==> src/rtl/stripe_arbiter.sv <==
// stripe_arbiter
//   Round-robin arbiter/sequencer sharing the two-lane byte striper between
//   two byte-stream requesters. Grants one requester at a time for bursts of
//   up to BURST_MAX bytes. Odd-length bursts are followed by one PAD_BYTE, so
//   every burst begins on striper lane 0.
//
// Ports
//   clk_2f                 single rising-edge clock
//   reset                  asynchronous active-high reset
//   req0_valid/data/last   requester 0 byte stream (in)
//   req0_ready             requester 0 byte accepted this cycle (out)
//   req1_valid/data/last   requester 1 byte stream (in)
//   req1_ready             requester 1 byte accepted this cycle (out)
//   valid_out, data_out    registered stream into the striper valid_in/data_in
//   owner                  requester that sourced the current output byte
//   busy                   state machine is not IDLE
//
// state | meaning
// IDLE  | no grant, arbitrating on incoming valids
// GNT0  | requester 0 owns the striper
// GNT1  | requester 1 owns the striper
// PAD   | one-cycle filler after an odd-length burst
module stripe_arbiter #(
  parameter int          BURST_MAX = 4,
  parameter logic [7:0]  PAD_BYTE  = 8'hBC
) (
  input  logic       clk_2f,
  input  logic       reset,
  input  logic       req0_valid,
  input  logic [7:0] req0_data,
  input  logic       req0_last,
  output logic       req0_ready,
  input  logic       req1_valid,
  input  logic [7:0] req1_data,
  input  logic       req1_last,
  output logic       req1_ready,
  output logic       valid_out,
  output logic [7:0] data_out,
  output logic       owner,
  output logic       busy
);

  typedef enum logic [1:0] {IDLE, GNT0, GNT1, PAD} state_t;

  localparam logic [3:0] CNT_LAST = 4'(BURST_MAX - 1);

  state_t     state;
  state_t     arb_next;
  logic       last_owner;
  logic [3:0] cnt;
  logic       pad_owner;

  logic       cur;
  logic       cur_valid;
  logic       cur_last;
  logic [7:0] cur_data;
  logic       other_valid;
  logic       xfer;
  logic       burst_end;

  // Ties go to the requester that did not own the previous burst.
  function automatic state_t arb(input logic a0, input logic a1, input logic lo);
    if (a0 && a1) return lo ? GNT0 : GNT1;
    else if (a0)  return GNT0;
    else if (a1)  return GNT1;
    else          return IDLE;
  endfunction

  always_comb begin
    cur         = (state == GNT1);
    cur_valid   = cur ? req1_valid : req0_valid;
    cur_last    = cur ? req1_last  : req0_last;
    cur_data    = cur ? req1_data  : req0_data;
    other_valid = cur ? req0_valid : req1_valid;
    xfer        = ((state == GNT0) || (state == GNT1)) && cur_valid;
    burst_end   = xfer && (cur_last || (cnt == CNT_LAST));
    arb_next    = arb(req0_valid, req1_valid, last_owner);
  end

  assign req0_ready = (state == GNT0);
  assign req1_ready = (state == GNT1);
  assign busy       = (state != IDLE);

  always_ff @(posedge clk_2f or posedge reset) begin
    if (reset) begin
      state      <= IDLE;
      last_owner <= 1'b1;
      cnt        <= 4'd0;
      pad_owner  <= 1'b0;
      valid_out  <= 1'b0;
      data_out   <= 8'h00;
      owner      <= 1'b0;
    end else begin
      valid_out <= 1'b0;
      unique case (state)
        IDLE, PAD: begin
          if (state == PAD) begin
            valid_out <= 1'b1;
            data_out  <= PAD_BYTE;
            owner     <= pad_owner;
          end
          state <= arb_next;
          if (arb_next != IDLE) begin
            last_owner <= (arb_next == GNT1);
            cnt        <= 4'd0;
          end
        end
        GNT0, GNT1: begin
          if (xfer) begin
            valid_out <= 1'b1;
            data_out  <= cur_data;
            owner     <= cur;
            cnt       <= cnt + 4'd1;
          end
          if (burst_end) begin
            // cnt is the index of this byte, so even cnt means odd length.
            if (!cnt[0]) begin
              state     <= PAD;
              pad_owner <= cur;
            end else if (other_valid) begin
              state      <= cur ? GNT0 : GNT1;
              last_owner <= ~cur;
              cnt        <= 4'd0;
            end else begin
              state <= IDLE;
            end
          end
        end
        default: state <= IDLE;
      endcase
    end
  end

endmodule

==> config.mk <==
export PLATFORM = sky130hd
export DESIGN_NAME = stripe_arbiter
export DESIGN_NICKNAME = d
export VERILOG_FILES = /design/src/rtl/stripe_arbiter.sv
export SDC_FILE = /design/constraint.sdc
export NUM_CORES = 1
export LEC_CHECK = 0
export ABC_AREA = 1
export CORE_ASPECT_RATIO = 1.25
export CORE_MARGIN = 2
export CORE_UTILIZATION = 45
export CTS_BUF_LIST = sky130_fd_sc_hd__clkbuf_8
export CTS_CLUSTER_DIAMETER = 80
export DETAILED_ROUTE_END_ITERATION = 8
export PLACE_DENSITY = 0.78
export SYNTH_ARGS = -nofsm -noshare
export SYNTH_HDL_FRONTEND = slang
export SYNTH_SLANG_ARGS = --single-unit
==> constraint.sdc <==
create_clock -name clk_2f -period 3.6 [get_ports clk_2f]
set_clock_uncertainty 0.05 [all_clocks]
set_input_delay 0.72 -clock clk_2f [delete_from_list [all_inputs] [get_ports clk_2f]]
set_output_delay 0.72 -clock clk_2f [all_outputs]
set_load 0.02 [all_outputs]
==> metrics.md, run 1 <==
| Metric | Value |
|---|---|
| GPL Wtd Cong | 0.891 |
| Async SR Flop Fraction | 1.00 |
| #FFs+latches synth | 18 |
| Avg Vias per Cell | 5.04 |
| Die H | 59.5 µm |
| Synthesized instance count | 148 |
| Top-count cell post-synth | nand2_1 |
| Static leakage | 0.719 nW |
| Max Fclk | 0.378 GHz |
| Slowest stage delay, CP | 0.68 ns |
| Simple-gate share of the synthesized area | 0.280 |
| Mapped Area | 0.00111 mm² |
| Final hold violations | 0 |
| Hold_ws | 0.427 ns |
| Synth Area in XOR/XNOR | 0.00790 |
| CP endpoint kind | output port |
| Clk slew on worst S/H paths | 0.06 ns |
| Final Cell Area | 0.00150 mm² |
| ANT cells | 0 |
| Iter 0 DRT Violations | 40 |
| Top cells by count, synth | nand2_1 (55), dfrtp_1 (17), inv_1 (12), o21ai_0 (10), nand3_1 (9) |
| IO Count | 35 |
| Clock buffer depth | 2 |
| Syn avg cell area | 7.49 µm² |
| Placed inst area | 0.00146 mm² |
| Worst hold path class | flop to flop |
| Synth Area in Compound Gates | 0.160 |
| Worst EP required | 2.83 ns |
| Slew of the pin with the lowest slew margin | 0.690 ns |
| Pwr dens | 978 mW/mm² |
| Via Count | 1,083 |
| Post-Synth Adder-Cell Area | 0.0677 |
| Layout cell share with drive strength beyond 1 | 0.0604 |
| Drt first pass iters | 5 |
| CTS resizes | 0 |
| Setup ws final | 0.955 ns |
| Final Critical Period | 2.64 ns |
| Largest family of logic cells by synthesized area | simple AND/OR/NAND/NOR gates |
| Drt drc | 0 |
| Max_cap viols | 0 |
| CP max FO | 12 |
| Crit path cell chain | inv_1 -> ha_1 -> clkdlybuf4s50_1 |
| Die X | 48.4 µm |
| Critical Path AT | 1.87 ns |
| CP max stage cell | clkdlybuf4s50_1 |
| Setup violators final | 0 |
| Number of setup buffers added after CTS | 0 |
| Top cells by area, synth | dfrtp_1 (38%), nand2_1 (19%), ha_1 (6.8%), o21ai_0 (4.5%), nand3_1 (4.1%) |
| Initial Util | 0.466 |
| Post-synth EDFFs | 0 |
| Crit share post-route | 0.735 |
| Die area | 0.00288 mm² |
| Crit Path Class | flop to output port |
| Outcome | complete, no violations |
| Final #Nets | 211 |
| Final WL | 2580 µm |
| Pwr Total | 1.47 mW |
| Yosys top cell area share | 0.384 |
| Largest area contributor in the netlist | dfrtp_1 |
| Setup TNS Final | 0 ns |
| Mux share of post-synthesis cell area | 0 |
| Final Non-Filler Cells | 215 |
| DR WL/cell | 12.0 µm |
| Total CTS buffers | 3 |
| Global-route wire length before repair | 4420 µm |
| Rows | 20 |
| H-tree depth | 1 |
| Worst R2R Path Depth | 5 |
| Placed insts | 211 |
| Gr usage total | 0.194 |
| Place WS | 1.22 ns |
| Grt ovf | 0 |
| Syn nets | 176 |
| CTS tree | done |
| Initial antenna violation count | 0 |
| Setup repair after global routing missed its margin | no |
| Number of I/O port buffers | 34 |
| Final HPWL DP | 1960 µm |
| Final core occ | 0.632 |
| Clk sink count | 18 |
| Clk root buf | clkbuf_8 |
| Core Box Area | 0.00238 mm² |
| Largest net degree at the start of global routing | 19 |
| Startpoint types | flop |
| VDD IR max | 0.000552 V |
| Hold depth | 2 |
| Antenna-violating nets left | 0 |
| Register area share after synthesis | 0.407 |
| Ys flop type | dfrtp_1 |
| Layout area overhead | 35.6% |
| Clock Latency Late Sink | 0.25 ns |
| Vias in the first global route | 1,024 |
| Hold buffer count at cts | 0 |
| Final Max Tran Viols | 0 |
| Slew HR | 0.540 |
| Library cells used by synthesis | 21 |
| YS warnings | 0 |
## registers in the layout (all words and copies together) (netlist names)
| signal | cells |
|---|---|
| pad_owner | 1 |
| valid_out | 1 |
| last_owner | 1 |
| cnt | 4 |
| data_out | 8 |
| state | 2 |
| owner | 1 |
## area by class of cell
| cell class | count | area [µm²] |
|---|---|---|
| Sequential cell | 18 | 452 |
| Clock buffer | 3 | 41.3 |
| Inverter | 14 | 52.6 |
| Clock inverter | 1 | 3.75 |
| Fill cell | 214 | 875 |
| Timing Repair Buffer | 34 | 340 |
| Tap cell | 33 | 41.3 |
| Multi-Input combinational cell | 112 | 572 |
## power breakdown
group          internal [mW]  switching [mW]  total [mW]
combinational          0.371           0.600       0.971
clock                 0.0757          0.0671       0.143
sequential             0.302          0.0543       0.356
## critical path: cells and delay by family (launching register included)
family	cells	cell delay (ns)
fa+ha+maj	1	0.41
buf+inv	2	0.81
flops	1	0.40
## cell families (layout without fill, tap and decap cells)
| logic type | count (synthesis) | count (layout) |
|---|---|---|
| AO/OA/AOI/OAI | 29 | 29 |
| XOR/XNOR | 1 | 1 |
| adder cells (fa/ha/maj) | 6 | 6 |
| buffers and inverters | 18 | 52 |
| flip-flops | 18 | 18 |
| AND/OR/NAND/NOR | 76 | 76 |
## layout by cell type, fill, tap and decap left out, drive strengths merged
master / synthesis / layout
a21oi: 7 / 7
a22oi: 3 / 3
clkbuf: 0 / 3
clkdlybuf4s50: 0 / 34
dfrtp: 17 / 17
dfstp: 1 / 1
ha: 6 / 6
inv: 14 / 15
nand2: 58 / 58
nand3: 9 / 9
nand4: 1 / 1
nor2: 6 / 6
nor3: 1 / 1
o211ai: 1 / 1
o21ai: 18 / 18
or2: 1 / 1
xnor2: 1 / 1
## path summary, 6_finish.rpt
check / from / end / slack, ns
max reg2reg: state[1]$_DFFE_PP0P_ / data_out[1]$_DFFE_PP0P_ / 1.52
max: state[0]$_DFFE_PP0P_ / req1_ready / 0.96
min in group asynchronous: reset / data_out[5]$_DFFE_PP0P_ / 0.82
min reg2reg: last_owner$_DFFE_PP1P_ / last_owner$_DFFE_PP1P_ / 0.43
min: last_owner$_DFFE_PP1P_ / last_owner$_DFFE_PP1P_ / 0.43
max in group asynchronous: reset / state[0]$_DFFE_PP0P_ / 2.23
## metal layers
layer,global-route usage,vias up,part of all wire
met5,0,-,0
met4,0.0857,0,0.014
met3,0.0404,6,0.058
met2,0.359,38,0.49
met1,0.218,488,0.44
li1,-,551,-
Power figures use the tool's default switching activity.
==> run 2, diff against run 1 <==
CORE_UTILIZATION = 43   (was 45)
clock period = 2.3 ns   (was 3.6 ns; I/O delays follow)
==> run 2 against run 1 <==
Combinational power grew 63%. Via count up 2.8%. First-iteration DRC count decreased by 15%. Design area increased by 1.0%. Cell count up 0.93%. Utilization shrank 1.3 points. Die area up 4.3%. Sequential cell count stayed put. Sequential power up 57%. Non-clock buffer count increased by 2. Clock power grew 57%. Critical endpoint is now busy.
==> metrics.md, run 2 (same netlist as run 1, synthesis figures left out) <==
| Metric | Value |
|---|---|
| Outcome | complete, no violations |
| Most common cell on crit path | inv_1 |
| Number of I/O port buffers | 34 (unchanged) |
| Commonest non-fill, non-tap cell in the layout | nand2_1 |
| GPL Wtd Cong | 0.899 (+0.90%) |
| Setup TNS Final | 0 ns (unchanged) |
| Die X | 49.4 µm (+2.1%) |
| Final Critical Period | 2.20 ns |
| Via Count | 1,113 (+2.8%) |
| Biggest register | data_out |
| Drt drc | 0 (unchanged) |
| CP max stage cell | clkdlybuf4s50_1 |
| DR WL/cell | 12.8 µm (+6.6%) |
| Final WL | 2780 µm (+7.6%) |
| Pwr Total | 2.37 mW (+61%) |
| Initial Util | 0.452 (-0.0143) |
| Sw Share | 0.494 (+0.00354) |
| VDD IR max | 0.00104 V (+89%) |
| Hold_ws | 0.419 ns (-0.00837 ns) |
| Clock Latency Late Sink | 0.25 ns (about the same) |
| Placed inst area | 0.00147 mm² (+1.0%) |
| Worst hold path class | flop to flop |
| Slowest stage delay, CP | 0.62 ns (-0.06 ns) |
| Crit share post-route | 0.956 |
| Avg Vias per Cell | 5.13 (+1.8%) |
| Drt first pass iters | 4 (-1) |
| Seq pwr share | 0.236 (-0.006) |
| Final HPWL DP | 2130 µm (+8.2%) |
| Setup ws final | 0.102 ns (-0.853 ns) |
| Antenna-violating nets left | 0 (unchanged) |
| Max Fclk | 0.455 GHz |
| Global-route wire length before repair | 4700 µm (+6.4%) |
| Gate power share | 0.669 (+0.008) |
| Max reg flops | 8 (unchanged) |
| Final Max Tran Viols | 0 (unchanged) |
| Rows | 20 (unchanged) |
| Setup repair after global routing missed its margin | no |
| Die area | 0.00300 mm² (+4.3%) |
| Vias in the first global route | 1,105 (+7.9%) |
| Most frequent cells in the layout | nand2_1 (55), clkdlybuf4s50_1 (34), dfrtp_1 (17) |
| Worst EP required | 1.79 ns (-1.04 ns) |
| Final Cell Area | 0.00152 mm² (+1.0%) |
| Layout area overhead | 36.9% |
| CP endpoint kind | output port |
| Initial antenna violation count | 0 (unchanged) |
| Number of setup buffers added after CTS | 0 (unchanged) |
| Largest regs | data_out: 8 flops, cnt: 4 flops, state: 2 flops |
| Static leakage | 0.729 nW (+1.4%) |
| Critical Path AT | 1.69 ns (-0.18 ns) |
| CTS resizes | 0 (unchanged) |
| Startpoint types | flop |
| Setup violators final | 0 (unchanged) |
| Clk root buf | clkbuf_8 |
| Max_cap viols | 0 (unchanged) |
| Gr usage total | 0.203 (+0.00922) |
| Final #Nets | 213 (+0.95%) |
| Core Box Area | 0.00245 mm² (+3.2%) |
| Grt ovf | 0 (unchanged) |
| Crit Path Class | flop to output port |
| Slew of the pin with the lowest slew margin | 0.716 ns (+0.0265 ns) |
| Die H | 60.8 µm (+2.2%) |
| Place WS | 0.383 ns (-0.837 ns) |
| Total CTS buffers | 3 (unchanged) |
| Clk sink count | 18 (unchanged) |
| Final hold violations | 0 (unchanged) |
| Cell-internal power | 1.20 mW (+60%) |
| Clock buffer depth | 2 (unchanged) |
| Hold buffer count at cts | 0 (unchanged) |
| Largest net degree at the start of global routing | 19 (unchanged) |
| Clk slew on worst S/H paths | 0.07 ns (about the same) |
| IO Count | 35 (unchanged) |
| Iter 0 DRT Violations | 34 (-15%) |
| Pwr dens | 1560 mW/mm² (+60%) |
| Crit path cell chain | inv_1 -> ha_1 -> inv_1 -> clkdlybuf4s50_1 |
| ANT cells | 0 (unchanged) |
| H-tree depth | 1 (unchanged) |
| NetSw | 1.17 mW (+62%) |
| Slew HR | 0.522 (-0.0177) |
| CP max FO | 4 (-8) |
| Clock network power share | 0.095 (-0.002) |
| CTS tree | done |
| Layout cell share with drive strength beyond 1 | 0.0707 (+0.0102) |
[run 2: layer usage]
layer / track usage / share of wire / vias up
met5: 0 / 0 / -
met4: 0.119 / 0.024 / 0
met3: 0.0345 / 0.090 / 9
met2: 0.376 / 0.49 / 62
met1: 0.223 / 0.39 / 492
li1: - / - / 550
[run 2: cell type report]
type	instances	area [µm²]
Timing Repair Buffer	36	355
Clock inverter	1	3.75
Fill cell	239	935
Clock buffer	3	41.3
Tap cell	33	41.3
Sequential cell	18	452
Inverter	14	52.6
Multi-Input combinational cell	112	572
[run 2: final timing paths]
check / cells past startpoint / slack (ns) / endpoint / from
worst min-delay path: 2 / 0.42 / last_owner$_DFFE_PP1P_ / last_owner$_DFFE_PP1P_
worst min register to register: 2 / 0.42 / last_owner$_DFFE_PP1P_ / last_owner$_DFFE_PP1P_
worst max register to register: 11 / 0.47 / state[1]$_DFFE_PP0P_ / state[0]$_DFFE_PP0P_
worst max-delay path: 4 / 0.10 / busy / state[1]$_DFFE_PP0P_
min in group asynchronous: 2 / 0.58 / data_out[0]$_DFFE_PP0P_ / reset
max in group asynchronous: 2 / 1.17 / data_out[4]$_DFFE_PP0P_ / reset
[run 2: per-stage QoR]
stage / utilization / cells
after CTS: 0.619 / 217
after floorplan: - / 148
after global routing: 0.619 / 217
after global placement: 0.601 / 213
final: 0.619 / 217
after detailed placement: 0.601 / 213
[run 2: worst max-delay path, delay by kind of cell, from the launching register on]
| kind | cells | cell delay, ns |
|---|---|---|
| buf+inv | 3 | 0.84 |
| flops | 1 | 0.42 |
| fa+ha+maj | 1 | 0.18 |
[run 2: power groups by stage]
stage	registers, mW	clock network, mW	logic, mW
final	0.559	0.225	1.58
after global routing	0.577	0.240	1.75
after CTS	0.559	0.228	1.59
after detailed placement	0.563	0	1.58
after global placement	0.555	0	1.52
after floorplan	0.645	0	1.07
==> run 3, diff against run 2 <==
RECOVER_POWER = 50   (was default)
SKIP_CTS_REPAIR_TIMING = 1   (was default)
==> run 3 against run 2 <==
Sequential share of layout area grew 0.22 points. Design area decreased by 0.74%. Clock-buffer cell count unchanged. Critical path type unchanged. Largest cell class unchanged. Largest power group unchanged. Highest routed layer unchanged.
==> metrics.md, run 3 (same netlist as run 1, synthesis figures left out) <==
| Metric | Value |
|---|---|
| Largest regs | data_out: 8 flops, cnt: 4 flops, state: 2 flops |
| CP delay by family, top | buffers and inverters |
| DR WL/cell | 12.8 µm (-0.18%) |
| Max_cap viols | 0 (unchanged) |
| Final Max Tran Viols | 0 (unchanged) |
| Crit share post-route | 0.951 (-0.00452) |
| Worst hold path class | flop to flop |
| H-tree depth | 1 (unchanged) |
| Clk slew on worst S/H paths | 0.07 ns (about the same) |
| Core Box Area | 0.00245 mm² (unchanged) |
| Initial Util | 0.452 (unchanged) |
| Fill cell count | 241 (+0.84%) |
| Rows | 20 (unchanged) |
| VDD IR max | 0.00103 V (-1.2%) |
| GPL Wtd Cong | 0.899 (unchanged) |
| Clk sink count | 18 (unchanged) |
| Crit path cell chain | inv_1 -> ha_1 -> inv_1 -> clkdlybuf4s50_1 |
| Die H | 60.8 µm (unchanged) |
| Grt ovf | 0 (unchanged) |
| IO Count | 35 (unchanged) |
| Number of I/O port buffers | 34 (unchanged) |
| Clk root buf | clkbuf_8 |
| Drt first pass iters | 4 (unchanged) |
| Crit Path Class | flop to output port |
| Crit path buf inv count | 3 (unchanged) |
| Initial antenna violation count | 0 (unchanged) |
| Biggest register | data_out |
| Max reg flops | 8 (unchanged) |
| Slew of the pin with the lowest slew margin | 0.714 ns (-0.00220 ns) |
| Largest net degree at the start of global routing | 19 (unchanged) |
| Final HPWL DP | 2130 µm (unchanged) |
| Static leakage | 0.733 nW (+0.50%) |
| Most frequent cells in the layout | nand2_1 (55), clkdlybuf4s50_1 (28), dfrtp_1 (17) |
| CP endpoint kind | output port |
| Startpoint types | flop |
| Drt drc | 0 (unchanged) |
| Commonest non-fill, non-tap cell in the layout | nand2_1 |
| Outcome | complete, no violations |
| Gr usage total | 0.203 (unchanged) |
| Global-route wire length before repair | 4700 µm (unchanged) |
| Setup TNS Final | 0 ns (unchanged) |
| CTS tree | done |
| R2R Setup Slk | 0.32 ns (-0.15 ns) |
| Most common cell on crit path | inv_1 |
| Final WL | 2770 µm (-0.18%) |
| Critical Path AT | 1.68 ns (about the same) |
| Setup repair after global routing missed its margin | no |
| Max Fclk | 0.457 GHz (+0.48%) |
| Vias in the first global route | 1,105 (unchanged) |
| Layout cell share with drive strength beyond 1 | 0.0652 (-0.00543) |
| CP max FO | 4 (unchanged) |
| Clock buffer depth | 2 (unchanged) |
| Iter 0 DRT Violations | 41 (+21%) |
| Hold_ws | 0.416 ns (-0.00292 ns) |
| Avg Vias per Cell | 5.17 (+0.81%) |
| Worst EP required | 1.79 ns (about the same) |
| Setup violators final | 0 (unchanged) |
| Slew HR | 0.523 (+0.00147) |
| Slowest stage delay, CP | 0.62 ns (about the same) |
| Total CTS buffers | 3 (unchanged) |
| CP max stage cell | clkdlybuf4s50_1 |
| Final hold violations | 0 (unchanged) |
| Final Critical Period | 2.19 ns (-0.0104 ns) |
| Final #Nets | 213 (unchanged) |
| Die area | 0.00300 mm² (unchanged) |
| Die X | 49.4 µm (unchanged) |
| Pwr dens | 1550 mW/mm² (-0.89%) |
| Clock Latency Late Sink | 0.25 ns (about the same) |
| Layout area overhead | 35.9% |
| ANT cells | 0 (unchanged) |
| Antenna-violating nets left | 0 (unchanged) |
| Via Count | 1,122 (+0.81%) |
run 3: through the flow:
step / cells / instance area, µm² / setup slack [ns] / util / power (mW)
floorplan: 148 / 1110 / 0.679 / - / 1.71
global placement: 213 / 1470 / 0.414 / 0.601 / 2.08
detailed placement: 213 / 1470 / 0.383 / 0.601 / 2.14
CTS: 217 / 1520 / 0.104 / 0.619 / 2.37
global route: 217 / 1510 / 0.0242 / 0.614 / 2.54
finish: 217 / 1510 / 0.113 / 0.614 / 2.33
run 3: final timing paths:
path | from | end | cells after the start
max | state[1]$_DFFE_PP0P_ | busy | 4
min | last_owner$_DFFE_PP1P_ | last_owner$_DFFE_PP1P_ | 2
max reg2reg | state[0]$_DFFE_PP0P_ | cnt[2]$_DFFE_PP0P_ | 9
min reg2reg | last_owner$_DFFE_PP1P_ | last_owner$_DFFE_PP1P_ | 2
max in group asynchronous | reset | data_out[4]$_DFFE_PP0P_ | 2
min in group asynchronous | reset | data_out[0]$_DFFE_PP0P_ | 2
run 3: worst min-delay path, delay by kind of cell, from the launching register on:
| kind | cells | cell delay (ns) |
|---|---|---|
| DFF | 1 | 0.37 |
| and+or+nand+nor | 2 | 0.09 |
run 3: area by class of cell:
cell class / count / area [µm²] / area share
multi-input cells: 112 / 561 / 0.372
clock inverters: 1 / 3.75 / 0.00249
inverters: 14 / 52.6 / 0.0349
repair buffers: 36 / 355 / 0.236
well taps: 33 / 41.3 / 0.0274
clock buffers: 3 / 41.3 / 0.0274
flip-flops and latches: 18 / 452 / 0.300
run 3: where the power goes:
| group | switching (mW) | leakage [nW] | internal (mW) |
|---|---|---|---|
| Clock | 0.105 | 0.0269 | 0.119 |
| Sequential | 0.0844 | 0.223 | 0.472 |
| Combinational | 0.964 | 0.483 | 0.585 |
run 3: per-layer routing:
metal	part of all wire	GRT usage	wire length, µm
met5	0	0	0
met4	0.026	0.119	72
met3	0.085	0.0345	236
met2	0.49	0.376	1360
met1	0.40	0.223	1100
==> variant 1, RTL diff (flow settings as in run 3) <==
`PAD_BYTE`: 8'hBC -> 8'h8D.
--- a/src/rtl/stripe_arbiter.sv
+++ b/src/rtl/stripe_arbiter.sv
@@ -23,5 +23,5 @@
 module stripe_arbiter #(
   parameter int          BURST_MAX = 4,
-  parameter logic [7:0]  PAD_BYTE  = 8'hBC
+  parameter logic [7:0]  PAD_BYTE  = 8'h8D
 ) (
   input  logic       clk_2f,
Behaviour: not the same (Yosys sat finds a counterexample within 4 cycles, from zero or initial values and one cycle with reset high).
==> variant 1 against run 3 <==
Hold slack gained 0.0064 ns; clock power grew 19%; highest routed layer unchanged; wire length shrank 6.0%; sequential cell count is the same; final area grew 1.3%; utilization grew 0.82 points; total power grew 2.0%; critical path type unchanged; setup slack gained 0.012 ns; first-iteration DRC count shrank 17%; synthesized area grew 1.1%.
==> variant 1: results (changes against run 3) <==
- Status: finished, final reports clean
- Top post-synthesis cells by area: dfrtp_1 (38%), nand2_1 (17%), ha_1 (6.7%), o21ai_0 (4.9%), nand3_1 (4.0%)
- Clock-cell share: 0.0361 (+0.00617)
- Top cells by count, synth: nand2_1 (52), dfrtp_1 (17), inv_1 (11), o21ai_0 (11), nand3_1 (9)
- Share of layout cells above drive strength 1: 0.0989 (+0.0337)
- P_leak: 0.734 nW (+0.17%)
- Multi-input gates: 110 (-1.8%)
- Placer's final routability congestion estimate: 0.905 (+0.75%)
- GR Util met3: 0.0364 (+0.00193)
- Met2 usage: 0.366 (-0.0107)
- Vias in the first global route: 1094 (-1.0%)
- Sequential fraction of the synthesis area: 0.403 (-0.00455)
- WL/cell: 12.1 microns (-5.1%)
- Drt via density: 5.10 (-1.3%)
- Pre-CTS WS: 0.362 ns (-0.0203 ns)
- Number of DRC markers in iteration 0: 34 (-17%)
- Non-Filler Instances: 215 (-0.92%)
- Worst Tran Pin Value: 0.687 ns (-0.0268 ns)
- Dpl hpwl: 2020 microns (-4.8%)
- GRT met1 Usage: 0.213 (-0.00991)
- Fraction of area in multi-input gates: 0.374 (+0.00168)
- Reg2Reg Depth: 6 (-3)
- First-pass GRT wire length: 4530 microns (-3.5%)
- # fillers: 214 (-11%)
- Post-Place Cells: 211 (-0.94%)
[variant 1: cell count changes in the layout (fill, tap and decap cells not counted)]
cell	run 3	this run
or2_1	1	0
inv_2	2	3
or2_2	0	1
inv_1	13	11
o21ai_2	0	2
a21oi_1	7	6
o21ai_1	7	4
o21ai_0	10	11
nand2_4	0	1
nand2_1	55	52
clkbuf_8	3	4
a22oi_1	3	4
[variant 1: through the flow]
step           hold slack [ns]  utilization  area [sq um]
6_report                 0.422        0.622          1530
5_1_grt                  0.456        0.622          1530
4_1_cts                  0.423        0.627          1540
3_5_place_dp             0.412        0.605          1480
3_3_place_gp             0.407        0.605          1480
2_1_floorplan            0.348            -          1120
[variant 1: worst paths after layout]
check / endpoint / start / slack [ns]
worst min-delay path: last_owner / last_owner / 0.42
worst max register to register: pad_owner / state[0] / 0.34
min in group asynchronous: data_out[1] / reset / 0.69
worst max-delay path: busy / state[0] / 0.12
worst min register to register: last_owner / last_owner / 0.42
max in group asynchronous: cnt[1] / reset / 1.08
[variant 1: power breakdown]
group          internal [mW]  total [mW]  switching, mW
clock network          0.152       0.266          0.113
registers              0.468       0.548         0.0796
logic                  0.599        1.56          0.964
[variant 1: logic make-up (layout without fill, tap and decap cells)]
group           Yosys count  after routing  share of synthesized area
compound gates           29             29                      0.167
xor+xnor                  1              1                    0.00781
buf+inv                  18             54                     0.0781
fa+ha+maj                 6              6                     0.0670
simple gates             74             74                      0.277
flops                    18             18                      0.403
[variant 1: layer usage]
metal,share of wire,up-vias
met4,0.018,0
met5,0,-
met3,0.058,5
met1,0.43,509
met2,0.50,39
li1,-,544
[variant 1: critical path, stage by stage (launching register included)]
cell	delay, ns
dfrtp_1	0.38
inv_1	0.10
ha_1	0.20
inv_1	0.11
clkdlybuf4s50_1	0.62
==> variant 2, RTL diff (flow settings as in run 3) <==
Without the edit above. Re-encode `state_t` (4 states) as one-hot, 4 bits wide.
--- a/src/rtl/stripe_arbiter.sv
+++ b/src/rtl/stripe_arbiter.sv
@@ -41,5 +41,5 @@
 );
 
-  typedef enum logic [1:0] {IDLE, GNT0, GNT1, PAD} state_t;
+  typedef enum logic [3:0] {IDLE = 4'b0001, GNT0 = 4'b0010, GNT1 = 4'b0100, PAD = 4'b1000} state_t;
 
   localparam logic [3:0] CNT_LAST = 4'(BURST_MAX - 1);
Function: no difference found for any inputs over 10 cycles, from zero or initial values and one cycle with reset high; not proved beyond that.
==> variant 2 against run 3 <==
Total power decreased by 19%; wire length is 14% higher; sequential cell count increased by 2; final area grew 8.8%; sequential share of layout area up 0.70 points; setup slack gained 0.092 ns; count of clock-buffer cells in the layout stayed put; via count rose by 9.3%; synthesized area increased by 13%; sequential power is 11% higher; hold slack gained 0.020 ns; critical path type unchanged; highest routed layer unchanged.
==> variant 2: results (changes against run 3) <==
- # fillers: 265 (+10%)
- GRT Overall Usage: 0.193 (-0.0108)
- Post-layout nets: 214 (+0.47%)
- Metal-1 WL: 1310 microns (+19%)
- Reg2Reg Depth: 10 (+1)
- Largest net degree at the start of global routing: 16 (-3)
- Number of DRC markers in iteration 0: 60 (+46%)
- Met2 WL: 1590 microns (+17%)
- Dpl hpwl: 2440 microns (+15%)
- Count of different cell masters after synthesis: 28 (+33%)
- P_leak: 0.833 nW (+14%)
- Instance area at placement: 1610 sq um (+9.6%)
- Worst IR drop on VDD: 0.577 mV (-44%)
- Worst Path Arrival: 1.59 ns (-0.09 ns)
- Share of layout cells above drive strength 1: 0.116 (+0.0512)
- Top cells by count, synth: nand2_1 (40), nand3_1 (23), dfrtp_1 (18)
- Top post-synthesis cells by area: dfrtp_1 (36%), nand2_1 (12%), nand3_1 (9.2%), inv_1 (4.5%), nand2_4 (4.5%)
- Syn nets: 177 (+0.57%)
- Via count: 1226 (+9.3%)
- Status: finished, final reports clean
- Biggest regs: data_out: 8 flops, cnt: 4 flops, state: 4 flops
- First-pass GRT wire length: 4990 microns (+6.2%)
- Reg2reg setup slack: 0.26 ns (-0.06 ns)
- Vias in the first global route: 1139 (+3.1%)
- Worst Tran Pin Value: 0.601 ns (-0.113 ns)
[variant 2: worst paths after layout]
path,start,end
worst max-delay path,state[3],busy
max in group asynchronous,reset,state[1]
min in group asynchronous,reset,valid_out
worst max register to register,state[2],state[2]
worst min register to register,last_owner,last_owner
worst min-delay path,last_owner,last_owner
[variant 2: report_power, final]
group | internal (mW) | total [mW] | switching [mW]
clock | 0.116 | 0.220 | 0.103
combinational | 0.425 | 1.06 | 0.636
sequential | 0.505 | 0.615 | 0.109
[variant 2: stage by stage]
stage / setup WS (ns) / power, mW / utilization / instances
2_1_floorplan: 0.689 / 1.33 / - / 154
3_3_place_gp: 0.320 / 1.66 / 0.591 / 220
3_5_place_dp: 0.298 / 1.70 / 0.591 / 220
4_1_cts: 0.0217 / 1.93 / 0.606 / 223
5_1_grt: 0.100 / 2.04 / 0.600 / 223
6_report: 0.205 / 1.90 / 0.600 / 223
[variant 2: area by class of cell]
class                   count  area [sq um]  area share
clock buffers               3          41.3      0.0252
inverters                  16          60.1      0.0366
multi-input cells         115           643       0.392
flip-flops and latches     20           503       0.307
well taps                  34          42.5      0.0260
repair buffers             35           349       0.213
[variant 2: logic make-up after synthesis]
group,synth area share
buffers and inverters,0.0691
adder cells (fa/ha/maj),0.0100
multiplexers,0.0240
AND/OR/NAND/NOR,0.378
flip-flops,0.402
AO/OA/AOI/OAI,0.116
[variant 2: critical path, cell delays in order (launching register included)]
cell             delay (ns)
dfrtp_1                0.42
nor2_1                 0.18
nand3_1                0.16
clkdlybuf4s50_1        0.58
[variant 2: metal layers]
| metal | up-vias | track usage |
|---|---|---|
| li1 | 583 | - |
| met5 | - | 0 |
| met3 | 7 | 0.0164 |
| met1 | 576 | 0.231 |
| met4 | 0 | 0.0641 |
| met2 | 60 | 0.351 |
